--- config.mk ---
export PLATFORM = sky130hd
export DESIGN_NAME = elastic_rr_arbiter
export DESIGN_NICKNAME = d
export VERILOG_FILES = /design/src/rtl/elastic_rr_arbiter.sv
export SDC_FILE = /design/constraint.sdc
export NUM_CORES = 1
export LEC_CHECK = 0
export ABC_AREA = 1
export CELL_PAD_IN_SITES_DETAIL_PLACEMENT = 0
export CELL_PAD_IN_SITES_GLOBAL_PLACEMENT = 1
export CORE_MARGIN = 3
export CORE_UTILIZATION = 25
export CTS_CLUSTER_SIZE = 10
export DETAILED_ROUTE_END_ITERATION = 10
export PLACE_DENSITY_LB_ADDON = 0.1
export REMOVE_ABC_BUFFERS = 1
export SYNTH_ARGS = -nofsm -noshare
export SYNTH_HDL_FRONTEND = slang
export SYNTH_SLANG_ARGS = --single-unit
--- constraint.sdc ---
create_clock -name clk -period 3.05 [get_ports clk]
set_clock_uncertainty 0.05 [all_clocks]
set_input_delay 0.4575 -clock clk [delete_from_list [all_inputs] [get_ports clk]]
set_output_delay 0.4575 -clock clk [all_outputs]
set_load 0.01 [all_outputs]
--- src/rtl/elastic_rr_arbiter.sv ---
// elastic_rr_arbiter: round-robin merge of N valid/ready streams with packet locking
// and one registered output stage tagged with the source index.
module elastic_rr_arbiter #(
  parameter int N   = 4,
  parameter int DW  = 32,
  parameter int IDW = $clog2(N)
) (
  input  logic            clk,
  input  logic            rst,
  input  logic [N*DW-1:0] t_data,
  input  logic [N-1:0]    t_valid,
  input  logic [N-1:0]    t_last,
  output logic [N-1:0]    t_ready,
  input  logic [N-1:0]    en,
  output logic [DW-1:0]   i_data,
  output logic [IDW-1:0]  i_id,
  output logic            i_last,
  output logic            i_valid,
  input  logic            i_ready,
  output logic            busy
);
  typedef enum logic {IDLE, LOCK} state_t;
  state_t          state_q, state_d;
  logic [IDW-1:0]  ptr_q, ptr_d, owner_q, owner_d;
  logic [DW-1:0]   data_q;
  logic [IDW-1:0]  id_q;
  logic            last_q, valid_q;
  logic [N-1:0]    elig;
  logic [IDW-1:0]  g, sel;
  logic            found, hit, acc, xfer;
  assign elig = t_valid & en;
  // Scan offsets downward so the smallest offset from ptr wins.
  always_comb begin
    found = 1'b0;
    g = '0;
    for (int i = N - 1; i >= 0; i--) begin
      int j;
      j = (int'(ptr_q) + i) % N;
      if (elig[IDW'(j)]) begin
        found = 1'b1;
        g = IDW'(j);
      end
    end
  end
  assign acc     = ~rst & (~valid_q | i_ready);
  assign sel     = (state_q == LOCK) ? owner_q : g;
  assign hit     = (state_q == LOCK) | found;
  assign t_ready = (acc & hit) ? (N'(1) << sel) : '0;
  assign xfer    = |(t_valid & t_ready);
  always_comb begin
    state_d = state_q;
    ptr_d   = ptr_q;
    owner_d = owner_q;
    if (xfer) begin
      state_d = t_last[sel] ? IDLE : LOCK;
      ptr_d   = t_last[sel] ? ((sel == IDW'(N - 1)) ? '0 : sel + 1'b1) : ptr_q;
      owner_d = sel;
    end
  end
  always_ff @(posedge clk or posedge rst) begin
    if (rst) begin
      state_q <= IDLE;
      ptr_q   <= '0;
      owner_q <= '0;
      data_q  <= '0;
      id_q    <= '0;
      last_q  <= 1'b0;
      valid_q <= 1'b0;
    end else begin
      state_q <= state_d;
      ptr_q   <= ptr_d;
      owner_q <= owner_d;
      if (xfer) begin
        data_q  <= t_data[int'(sel)*DW +: DW];
        id_q    <= sel;
        last_q  <= t_last[sel];
        valid_q <= 1'b1;
      end else if (i_ready) valid_q <= 1'b0;
    end
  end
  assign i_data  = data_q;
  assign i_id    = id_q;
  assign i_last  = last_q;
  assign i_valid = valid_q;
  assign busy    = (state_q == LOCK);
endmodule
==> flow_metrics.py, run 1 <==
metrics = {
    "detailed_routing": {
        "route.detailed.wl_per_inst_um": 13.39,
        "drc": 0,
        "wl_mm": 10.99,
        "firstDrtPassIters": 4,
        "vias": 3716,
        "drtIter0Drc": 182,
        "detail-route-antenna-nets": 0,
        "viasPerCell": 4.526,
    },
    "power": {
        "ir_drop_v": 0.0004379,
        "power_mw": 5.671,
        "power_density_mw_per_mm2": 1068,
        "p_leak_nw": 2.442,
    },
    "final_layout": {
        "area_growth_pct": 69.68,
        "final-instance-count-excl-fill": 821,
        "drive_gt1_frac": 0.1149,
        "nNetsFinal": 796,
        "final_cell_mix": "179 x clkdlybuf4s50_1, 148 x nand2_1, 69 x o21ai_1",
        "layout_commonest_cell": "clkdlybuf4s50_1",
        "antenna_cells": 0,
        "fillers": 1287,
    },
    "yosys": {
        "yosysUniqueCellTypes": 26,
        "avgSynthCellArea_um2": 6.558,
        "yosysSeqAreaShare": 0.3120,
        "yosysWarnings": 0,
        "synthCells": 477,
        "syn_area_mm2": 0.003128,
        "ys_ff_latch": 39,
    },
    "die": {
        "io_pins": 184,
        "dieHeight_um": 117.9,
        "dieArea_mm2": 0.01389,
        "core_mm2": 0.01211,
        "start_util": 0.2583,
        "rows": 40,
        "die_w_um": 117.9,
    },
    "clock_network": {
        "h-tree-depth": 2,
        "cts.reportedPaths.clkPinSlew_ps": 60,
        "clkLatencyLatePin_ps": 270,
        "numCtsBuffers": 5,
        "cts.sinks": 39,
        "cts-root-buf": "clkbuf_16",
        "hold_buffers": 0,
        "clk_path_buf_depth": 2,
        "cts_tree": "yes",
    },
    "sta": {
        "fin_crit_sh": 0.9380,
        "maxSlewHeadroom": 0.6014,
        "setup_tns_ps": 0,
        "worstMarginPinSlew_ps": 597.9,
        "clock.fmax_mhz": 349.5,
        "min_period_ps": 2861,
        "rsz0062_at_grt": "no",
        "finalMaxSlewViolations": 0,
        "setup_violations": 0,
        "hold_violations": 0,
        "holdWs_ps": 423.6,
        "final.setup.worst_slack_ps": 188.9,
    },
    "placed_design": {
        "gp_congestion": 0.7557,
        "place_hpwl_mm": 8.277,
        "dp_cells": 813,
        "io_buffer_count": 183,
        "post-place-ws_ps": -104.0,
    },
    "global_route": {
        "antenna_found_initial": 0,
        "grt_pass1_wl_mm": 18.15,
        "grtUsageTotal": 0.1573,
        "grt_max_degree": 55,
        "globalRouteOverflowTotal": 0,
        "grt_pass1_vias": 3554,
    },
    "run_status": {
        "outcome": "completed",
    },
    "setup_path": {
        "critPathArrivalTime_ps": 2350,
        "critPathLaunchType": "input port",
        "path_class": "input port to output port",
        "critPathMaxFanout": 3,
        "worst_ep_required_time_ps": 2540,
        "r2r_setup_slack_ps": 470,
        "r2r_start": "ptr_q[0]$_DFFE_PP0P_",
        "cp-end-kind": "output port",
        "r2r_end": "i_data[19]$_DFFE_PP0P_",
        "endpoint": "t_ready[2]",
        "worstRegToRegCells": 15,
        "worstSetupStartpoint": "t_valid[1]",
    },
    "worst_hold_path": {
        "hold_class": "register to register",
    },
    "job": {
        "maxCapViolations": 0,
    },
}
routing by layer:
| metal | part of all wire | wire [um] | global-route usage | vias to the layer above |
|---|---|---|---|---|
| li1 | - | - | - | 1896 |
| met1 | 0.43 | 4675 | 0.1968 | 1687 |
| met2 | 0.48 | 5294 | 0.2709 | 127 |
| met3 | 0.083 | 911 | 0.04469 | 6 |
| met4 | 0.010 | 111 | 0.03150 | 0 |
| met5 | 0 | 0 | 0 | - |
through the flow:
step | instance area (um2) | util
2_1_floorplan | 2920 | -
3_3_place_gp | 5152 | 0.4254
3_5_place_dp | 5152 | 0.4254
4_1_cts | 5296 | 0.4373
5_1_grt | 5308 | 0.4382
6_report | 5308 | 0.4382
Yosys cell counts, drive strengths merged:
master  instances  area [um2]
a21oi          66       442.9
nand2         154       603.1
nand4           1       6.260
clkbuf         11       41.29
buf            22       166.4
or2             1       6.260
inv            53       201.5
nor2            7       33.78
dfrtp          39       975.9
nor3            1       5.000
o21ai         101       505.5
nand3          18       112.6
nand3b          2       15.01
ha              1       12.51
registers in the layout (all words and copies together), names as in the netlist:
name / cells
i_data: 32
busy: 1
i_last: 1
ptr_q: 2
i_valid: 1
i_id: 2
worst min path at each step:
stage / startpoint / end / slack (ps) / cells past startpoint
after global routing: i_data[3]$_DFFE_PP0P_ / i_data[3]$_DFFE_PP0P_ / 450 / 2
after detailed placement: i_data[17]$_DFFE_PP0P_ / i_data[17]$_DFFE_PP0P_ / 410 / 2
after floorplan: ptr_q[1]$_DFFE_PP0P_ / ptr_q[1]$_DFFE_PP0P_ / 460 / 2
final: i_data[6]$_DFFE_PP0P_ / i_data[6]$_DFFE_PP0P_ / 420 / 2
after CTS: i_data[6]$_DFFE_PP0P_ / i_data[6]$_DFFE_PP0P_ / 430 / 2
after global placement: i_data[19]$_DFFE_PP0P_ / i_data[19]$_DFFE_PP0P_ / 410 / 2
report_power, final:
group / switching (mW) / leakage [nW] / internal [mW]
registers: 0.158 / 0.487 / 0.782
logic: 2.45 / 1.89 / 1.77
clock network: 0.213 / 0.0658 / 0.301
critical path, cell delays in order:
cell and delay (ps):
clkdlybuf4s50_1 510, nand2_1 80, nand2_1 100, nand3_1 110, nand2_1 80, nand3_2 70
nand3_1 120, nand3_4 90, nand2_4 70, ha_1 140, inv_1 40, nor2_1 180
dlygate4sd2_1 300
kinds of logic (layout without fill, tap and decap cells):
| kind of cell | count (synthesis) | after routing | synth area share |
|---|---|---|---|
| simple gates | 184 | 184 | 0.2500 |
| compound gates | 167 | 167 | 0.3032 |
| buf+inv | 86 | 262 | 0.1308 |
| flops | 39 | 39 | 0.3120 |
| fa+ha+maj | 1 | 1 | 0.003999 |
repair_timing:
action                                  4_1_cts  5_1_grt
buffers inserted                              0        0
endpoints found under the setup margin        1        4
gates cloned                                  0        0
resized for setup                             1        4
layout make-up:
type,instances,area (um2),area share
clock buffers,5,125.1,0.02357
clock inverters,3,20.02,0.003772
inverters,53,201.4,0.03795
multi-input cells,352,1752,0.3300
well taps,168,210.2,0.03960
repair buffers,201,2023,0.3812
flip-flops and latches,39,975.9,0.1839
(Power assumes the default switching activity.)
==> run 2, diff against run 1 <==
--- a/config.mk
+++ b/config.mk
@@ -8,8 +8,9 @@
 export ABC_AREA = 1
 export CELL_PAD_IN_SITES_DETAIL_PLACEMENT = 0
 export CELL_PAD_IN_SITES_GLOBAL_PLACEMENT = 1
-export CORE_MARGIN = 3
+export CORE_MARGIN = 5
 export CORE_UTILIZATION = 25
+export CTS_CLUSTER_DIAMETER = 50
 export CTS_CLUSTER_SIZE = 10
 export DETAILED_ROUTE_END_ITERATION = 10
 export PLACE_DENSITY_LB_ADDON = 0.1
==> run 2 against run 1 <==
  * Power is 1.3% higher
  * Via count decreased by 0.78%
  * Wire length increased by 5.3%
  * Register-to-register slack better by 20 ps
  * Worst setup slack improved by 48 ps
  * Final cell count down 0.12%
  * Maximum frequency is 1.7% higher
  * Die area grew 6.9%
  * Non-clock buffer count is the same
  * Cell area down 0.19%
  * Critical path depth unchanged
  * Worst hold slack gained 1.5 ps
  * Critical path type unchanged
  * Critical endpoint unchanged
==> flow_metrics.py, run 2 (synthesis results as in run 1) <==
metrics = {
    "sta": {
        "rsz0062_at_grt": "no",
        "finalMaxSlewViolations": 0,
        "setup_violations": 0,
        "fin_crit_sh": 0.9223,
        "hold_violations": 0,
        "clock.fmax_mhz": 355.5,
        "maxSlewHeadroom": 0.6889,
        "holdWs_ps": 425.1,
        "worstMarginPinSlew_ps": 466.7,
        "min_period_ps": 2813,
        "setup_tns_ps": 0,
    },
    "final_layout": {
        "fillers": 1275,
        "seqCellArea_um2": 975.9,
        "final_cell_mix": "179 x clkdlybuf4s50_1, 148 x nand2_1, 70 x o21ai_1",
        "nNetsFinal": 796,
        "layout_commonest_cell": "clkdlybuf4s50_1",
        "largest_register_ffs": 32,
        "drive_gt1_frac": 0.1104,
        "area_growth_pct": 69.36,
        "multi_input_area_mm2": 0.001748,
        "antenna_cells": 0,
    },
    "power": {
        "power_density_mw_per_mm2": 1084,
        "ir_drop_v": 0.0006111,
        "p_leak_nw": 2.426,
    },
    "global_route": {
        "antenna_found_initial": 0,
        "grt_pass1_vias": 3808,
        "grtUsageTotal": 0.1570,
        "grt_max_degree": 60,
        "grt_pass1_wl_mm": 18.82,
        "globalRouteOverflowTotal": 0,
    },
    "setup_path": {
        "max_stage_delay_ps": 530,
        "cp-end-kind": "output port",
        "critPathTopFamily": "simple AND/OR/NAND/NOR gates",
        "critPathSlowestCell": "clkdlybuf4s50_1",
        "critPathMaxFanout": 4,
        "path_cells": "clkdlybuf4s50_1 > nand2_1 > nand2_1 > nand3_1 > nand2_1 > nand3_2 > nand3_1 > nand3_4 > nand2_4 > ha_1 > inv_1 > nor2_1 > dlygate4sd2_1",
        "path_class": "input port to output port",
        "worst-path-buf-inv": 3,
        "critPathArrivalTime_ps": 2310,
        "critPathLaunchType": "input port",
        "critPathMostFrequentCell": "nand2_1",
        "worst_ep_required_time_ps": 2540,
    },
    "clock_network": {
        "clk_path_buf_depth": 2,
        "clkLatencyLatePin_ps": 280,
        "hold_buffers": 0,
        "cts_tree": "yes",
        "cts-root-buf": "clkbuf_16",
        "cts.reportedPaths.clkPinSlew_ps": 50,
        "h-tree-depth": 2,
        "cts.sinks": 39,
        "numCtsBuffers": 5,
    },
    "detailed_routing": {
        "detail-route-antenna-nets": 0,
        "drtIter0Drc": 162,
        "drc": 0,
        "route.detailed.wl_per_inst_um": 14.12,
        "viasPerCell": 4.496,
        "firstDrtPassIters": 5,
        "wl_mm": 11.58,
        "vias": 3687,
    },
    "die": {
        "io_pins": 184,
        "rows": 40,
        "dieHeight_um": 121.9,
        "dieArea_mm2": 0.01485,
        "die_w_um": 121.9,
        "core_mm2": 0.01216,
        "start_util": 0.2572,
    },
    "placed_design": {
        "place_hpwl_mm": 8.994,
        "io_buffer_count": 183,
        "gp_congestion": 0.7910,
    },
    "run_status": {
        "outcome": "completed",
    },
    "worst_hold_path": {
        "hold_class": "register to register",
    },
    "job": {
        "maxCapViolations": 0,
    },
}
-- run 2: changes by cell type in the layout (fill, tap and decap cells not counted), sizes merged --
cell / previous run / this run
clkinvlp: 2 / 0
dlygate4sd2: 1 / 3
bufinv: 0 / 1
dlymetal6s2s: 3 / 1
clkbuf: 5 / 6
clkinv: 1 / 0
-- run 2: repair_timing --
item | in CTS | in global routing
setup buffers | 0 | 0
endpoints found under the hold margin | 0 | 0
endpoints found under the setup margin | 3 | 1
resized for setup | 3 | 1
-- run 2: worst min-delay path, cell delays in order, from the launching register on --
cell,delay (ps)
dfrtp_1,340
nand2_1,50
nand2_1,50
-- run 2: routing by layer --
| layer | global-route usage | up-vias | wire length (um) |
|---|---|---|---|
| met3 | 0.05478 | 10 | 1000 |
| li1 | - | 1904 | - |
| met2 | 0.2697 | 122 | 5571 |
| met1 | 0.1909 | 1651 | 4894 |
| met5 | 0 | - | 0 |
| met4 | 0.03081 | 0 | 112 |
-- run 2: final timing paths --
| check | cells after the start | slack (ps) | from | end |
|---|---|---|---|---|
| worst max-delay path | 13 | 240 | t_valid[1] | t_ready[2] |
| worst min-delay path | 2 | 430 | i_data[22]$_DFFE_PP0P_ | i_data[22]$_DFFE_PP0P_ |
| worst max register to register | 19 | 490 | ptr_q[0]$_DFFE_PP0P_ | i_data[28]$_DFFE_PP0P_ |
| worst min register to register | 2 | 430 | i_data[22]$_DFFE_PP0P_ | i_data[22]$_DFFE_PP0P_ |
| max in group asynchronous | 3 | 2140 | rst | i_data[8]$_DFFE_PP0P_ |
| min in group asynchronous | 3 | 520 | rst | i_id[0]$_DFFE_PP0P_ |
-- run 2: cell type report --
cell class | instances | area share
Clock inverter | 1 | 0.005668
Multi-Input combinational cell | 352 | 0.3299
Clock buffer | 6 | 0.02433
Tap cell | 168 | 0.03968
Timing Repair Buffer | 201 | 0.3781
Sequential cell | 39 | 0.1842
Inverter | 53 | 0.03803
-- run 2: power breakdown --
| group | internal, mW | switching [mW] |
|---|---|---|
| sequential | 0.782 | 0.157 |
| clock | 0.381 | 0.195 |
| combinational | 1.75 | 2.48 |
| total | 2.91 | 2.83 |
-- run 2: through the flow --
stage / area, um2 / instances / power, mW / util / worst slack [ps]
floorplan: 2920 / 444 / 3.486 / - / -534.3
global placement: 5140 / 813 / 5.247 / 0.4226 / -48.68
detailed placement: 5140 / 813 / 5.284 / 0.4226 / -55.53
CTS: 5295 / 820 / 5.878 / 0.4354 / 7.024
global route: 5298 / 820 / 6.395 / 0.4356 / 48.28
finish: 5298 / 820 / 5.745 / 0.4356 / 236.9
